`src/rtl/rst_seq_ctrl.sv`:
```
// Reset sequencer: merges system reset requests and stages bus/periph/core release.
// Optional sticky reset-cause register is built when RST_SEQ_CAUSE_EN is defined.
module rst_seq_ctrl #(
    parameter int HOLD_CYC  = 16,
    parameter int STAGE_CYC = 4,
    parameter int CNT_W     = 8
) (
    input  logic       clk,
    input  logic       rst,
    input  logic       sysresetreq,
    input  logic       wdt_rst_req,
    input  logic       lockup,
    input  logic       boot_chg,
    input  logic       cause_clr,
    output logic       bus_rst_n,
    output logic       periph_rst_n,
    output logic       core_rst_n,
    output logic       rst_busy,
    output logic [4:0] rst_cause
);

    typedef enum logic [1:0] {HOLD, REL_BUS, REL_PERIPH, RUN} state_t;

    localparam logic [CNT_W-1:0] HOLD_LAST  = CNT_W'(HOLD_CYC - 1);
    localparam logic [CNT_W-1:0] STAGE_LAST = CNT_W'(STAGE_CYC - 1);

    state_t           state, state_n;
    logic [CNT_W-1:0] cnt, cnt_n;
    logic [3:0]       req, req_d1, req_ev;
    logic             ev;

    assign req    = {boot_chg, lockup, wdt_rst_req, sysresetreq};
    assign req_ev = req & ~req_d1;
    assign ev     = |req_ev;

    always_comb begin
        state_n = state;
        cnt_n   = cnt + 1'b1;
        if (ev) begin
            state_n = HOLD;
            cnt_n   = '0;
        end else begin
            unique case (state)
                HOLD: if (cnt == HOLD_LAST) begin
                    state_n = REL_BUS;
                    cnt_n   = '0;
                end
                REL_BUS: if (cnt == STAGE_LAST) begin
                    state_n = REL_PERIPH;
                    cnt_n   = '0;
                end
                REL_PERIPH: if (cnt == STAGE_LAST) begin
                    state_n = RUN;
                    cnt_n   = '0;
                end
                RUN: cnt_n = '0;
                default: begin
                    state_n = HOLD;
                    cnt_n   = '0;
                end
            endcase
        end
    end

    // req_d1 resets high so a request held through rst is not seen as an edge.
    always_ff @(posedge clk or posedge rst) begin
        if (rst) begin
            state        <= HOLD;
            cnt          <= '0;
            req_d1       <= '1;
            bus_rst_n    <= 1'b0;
            periph_rst_n <= 1'b0;
            core_rst_n   <= 1'b0;
            rst_busy     <= 1'b1;
        end else begin
            state        <= state_n;
            cnt          <= cnt_n;
            req_d1       <= req;
            bus_rst_n    <= (state_n != HOLD);
            periph_rst_n <= (state_n == REL_PERIPH) || (state_n == RUN);
            core_rst_n   <= (state_n == RUN);
            rst_busy     <= (state_n != RUN);
        end
    end

`ifdef RST_SEQ_CAUSE_EN
    // A new event together with a clear leaves only the new bits.
    always_ff @(posedge clk or posedge rst) begin
        if (rst) begin
            rst_cause <= 5'b00001;
        end else if (ev) begin
            if (cause_clr && state == RUN)
                rst_cause <= {req_ev, 1'b0};
            else
                rst_cause <= rst_cause | {req_ev, 1'b0};
        end else if (cause_clr && state == RUN) begin
            rst_cause <= '0;
        end
    end
`else
    logic unused_cause_clr;
    assign unused_cause_clr = cause_clr;
    assign rst_cause        = '0;
`endif

endmodule
```
`config.mk`:
```
export PLATFORM = sky130hd
export DESIGN_NAME = rst_seq_ctrl
export DESIGN_NICKNAME = d
export VERILOG_FILES = /design/src/rtl/rst_seq_ctrl.sv
export SDC_FILE = /design/constraint.sdc
export NUM_CORES = 1
export LEC_CHECK = 0
export ABC_AREA = 1
export CORE_MARGIN = 1
export CORE_UTILIZATION = 54
export DETAILED_ROUTE_END_ITERATION = 8
export PLACE_DENSITY = 0.89
export SLEW_MARGIN = 20
export SYNTH_ARGS = -nofsm -noshare
export SYNTH_HDL_FRONTEND = slang
export SYNTH_SLANG_ARGS = --single-unit
```
`constraint.sdc`:
```
create_clock -name clk -period 2.3 [get_ports clk]
set_clock_uncertainty 0.05 [all_clocks]
set_input_delay 0.46 -clock clk [delete_from_list [all_inputs] [get_ports clk]]
set_output_delay 0.46 -clock clk [all_outputs]
set_load 0.02 [all_outputs]
```
==> results.json <==
{
  "status": "finished with violations",
  "violated_checks": "DRC",
  "postSynthRegisterBits": 18,
  "final_layout_size_suffix_gt1_share_pct": 15.13,
  "ys_seq_area_share_pct": 48.41,
  "clock_sinks": 18,
  "gp_congestion": 0.7722,
  "drc": 1,
  "seq_power_share_pct": 58.2,
  "dr.first_iter.drc_count": 9,
  "grt_first_pass_wirelength_um": 2511,
  "cts_made_buffers": 3,
  "detailedRoute.firstPassIterationCount": 6,
  "rows": 14,
  "io-pin-count": 16,
  "place.detailed.hpwl_um": 1105,
  "fin_tns_setup_ns": 0,
  "initial_utilization_pct": 59.84,
  "power_frac_clock_pct": 33.7,
  "cp_data_required_time_ns": 1.79,
  "netlist_instances": 107,
  "critical_path.reg2reg.endpoint": "bus_rst_n$_DFF_PP0_",
  "rrSetupSlack_ns": 0.86,
  "final-setup-viol-count": 0,
  "postRouteAntennaNets": 0,
  "grt_pass1_vias": 626,
  "ctsLongestPathBuffers": 2,
  "dpl-instance-area_um2": 1031,
  "ys.warnings.count": 0,
  "portBuffers": 9,
  "setup.worst_path.end": "rst_busy",
  "count_of_fill_cells_added_during_filler_insertion": 135,
  "wl_per_cell_um": 10.64,
  "cp-startpoint": "rst_busy$_DFF_PP1_",
  "timing.hold.ws_ns": 0.4369,
  "swShare_pct": 22.64,
  "most_instantiated_library_cell_after_synthesis": "sky130_fd_sc_hd__inv_1",
  "number_of_synthesized_flops_with_an_enable_pin": 0,
  "post_synth.cell_area_avg_um2": 8.817,
  "clk_transition_reported_paths_ns": 0.10,
  "hold_start": "cnt[0]$_DFF_PP0_",
  "cp_num_cells": 1,
  "p_leak_nw": 0.5520,
  "grt_overflow": 0,
  "worst_r2r_path_depth": 8,
  "gate_power_share_pct": 8.1,
  "finalCritPeriodShare_pct": 83.08,
  "final_number_of_hold_violating_endpoints": 0,
  "total_switching_power_mw": 0.1283,
  "yosys.cell_types.count": 21,
  "number_of_buffers_inserted_for_hold_repair_after_clock_tree_synthesis": 0,
  "worstSetupStartpointType": "flop",
  "timing_worst_slew_pin_value_ns": 0.6645,
  "place.detailed.instances": 131,
  "cpLargestDelayFamily": "buffers and inverters",
  "post_cts_buffers": 0,
  "proportion_of_register_bits_with_asynchronous_set_or_reset_after_synthesis_pct": 100.0,
  "synth_commonest_cells": "sky130_fd_sc_hd__inv_1 (22), sky130_fd_sc_hd__nand2_1 (16), sky130_fd_sc_hd__dfrtp_1 (13), sky130_fd_sc_hd__nor2_1 (11)",
  "arrival_ns": 1.40,
  "clk_root_buffer_cell": "sky130_fd_sc_hd__clkbuf_4",
  "finalMaxSlewViolations": 0,
  "power-per-cell-area_nw_per_um2": 530.9,
  "yosys_most_used_dff": "sky130_fd_sc_hd__dfrtp_1",
  "worst-path-max-fanout": 1,
  "cpPeakStageDelay_ns": 0.59,
  "initial_antenna_violation_count": 0,
  "worst_hold_path_type": "flop to flop",
  "floorplan.die_area_um2": 1918,
  "cts_max_level": 1,
  "wl_um": 1436,
  "cell_internal_pwr_mw": 0.4384,
  "synth_area_leader": "sky130_fd_sc_hd__dfrtp_1",
  "grt_use_total_pct": 17.64,
  "final.min_clock_period_ns": 1.911,
  "maxCapViolations": 0,
  "critPathKind": "flop to output port",
  "area_growth_pct": 13.13,
  "netlist_top_cells_area": "sky130_fd_sc_hd__dfrtp_1 (34%), sky130_fd_sc_hd__dfstp_2 (14%), sky130_fd_sc_hd__inv_1 (8.8%), sky130_fd_sc_hd__ha_1 (6.6%), sky130_fd_sc_hd__nand2_1 (6.4%)",
  "fmax_mhz": 523.3,
  "synthesized_cell_area_um2": 943.4,
  "grt_start_max_net_pins": 19,
  "clk-insertion-delay-late_ns": 0.29,
  "worstPathCellList": "clkdlybuf4s50_1",
  "final_net_count": 132,
  "synthDominantCellAreaShare_pct": 34.48,
  "ir_drop_v": 0.0003069,
  "floorplan.core_area_um2": 1577,
  "end_kind": "output port",
  "vias": 673,
  "final_cell_count_no_fill": 135,
  "setup_repair_after_global_routing_missed_its_margin": "false",
  "postLayoutCellArea_um2": 1067,
  "avgViaCountPerCell": 4.985,
  "r2r-start": "cnt[0]$_DFF_PP0_",
  "cts_repair_resize_count": 0,
  "max-slew-margin-rel_pct": 55.65,
  "critPathBufInv": 1,
  "fp.dieH_um": 43.80,
  "floorplan.die.width_um": 43.80,
  "tritoncts": "yes",
  "slowest_stage": "sky130_fd_sc_hd__clkdlybuf4s50_1",
  "antenna-diode-count": 0,
  "min_delay_path_depth": 1
}
==> power by group through the flow <==
stage / clock network, mW / logic (mW) / registers, mW
after floorplan: 0 / 0.0383 / 0.335
after global placement: 0 / 0.0447 / 0.335
after detailed placement: 0 / 0.0465 / 0.336
after CTS: 0.201 / 0.0467 / 0.330
after global routing: 0.212 / 0.0520 / 0.331
final: 0.191 / 0.0459 / 0.330
==> worst min-delay path by stage <==
stage               slack [ns]             endpoint
floorplan                 0.34  bus_rst_n$_DFF_PP0_
global placement          0.40     cnt[0]$_DFF_PP0_
detailed placement        0.42     cnt[0]$_DFF_PP0_
CTS                       0.43     cnt[0]$_DFF_PP0_
global route              0.46     cnt[0]$_DFF_PP0_
finish                    0.44     cnt[0]$_DFF_PP0_
==> routing by layer <==
metal | share of wire, % | global-route usage [%] | wire (µm) | up-vias
met4 | 0 | 1.875 | 0 | 0
met1 | 48 | 22.80 | 693 | 322
li1 | - | - | - | 338
met3 | 2.5 | 3.750 | 36 | 0
met5 | 0 | 0 | 0 | -
met2 | 49 | 31.34 | 705 | 13
==> flip-flops by register name (all words and copies together), names as in the netlist <==
register      flops
cnt               8
req_d1            4
state             2
bus_rst_n         1
core_rst_n        1
periph_rst_n      1
rst_busy          1
==> area by class of cell <==
class	instances	area, µm²	area share [%]
clock buffers	4	36.28	3.400
inverters	22	82.58	7.737
repair buffers	9	90.09	8.441
flip-flops and latches	18	456.7	42.79
multi-input cells	66	381.6	35.76
well taps	16	20.02	1.876
==> placed cells by master, fill, tap and decap left out, drive strengths merged <==
cell type      synthesis  routed
xnor2                  1       1
inv                   22      22
nand3                  6       6
ha                     5       5
nand2                 20      20
a21oi                  1       1
nor3b                  1       1
clkbuf                 0       4
conb                   1       5
nor3                   4       4
o22ai                  2       2
dfrtp                 13      13
dfstp                  5       5
and3                   1       1
o21ai                  3       3
clkdlybuf4s50          0       9
xor2                   3       3
nor2                  14      14
==> logic make-up (layout without fill, tap and decap cells) <==
| group | after synthesis | after routing | synth area share [%] |
|---|---|---|---|
| compound gates | 6 | 6 | 3.447 |
| buf+inv | 27 | 35 | 12.73 |
| simple gates | 46 | 46 | 24.67 |
| xor+xnor | 4 | 4 | 3.714 |
| other cells | 1 | 5 | 0.3975 |
| flops | 18 | 18 | 48.41 |
| fa+ha+maj | 5 | 5 | 6.631 |
==> metrics by stage <==
stage	worst slack, ns	util, %	power (mW)
global placement	0.4988	65.40	0.3797
global route	0.3438	67.70	0.5950
CTS	0.3774	67.70	0.5775
floorplan	1.005	-	0.3730
detailed placement	0.4544	65.40	0.3825
finish	0.3892	67.70	0.5667
No activity file was read; power rests on OpenSTA's default activity.
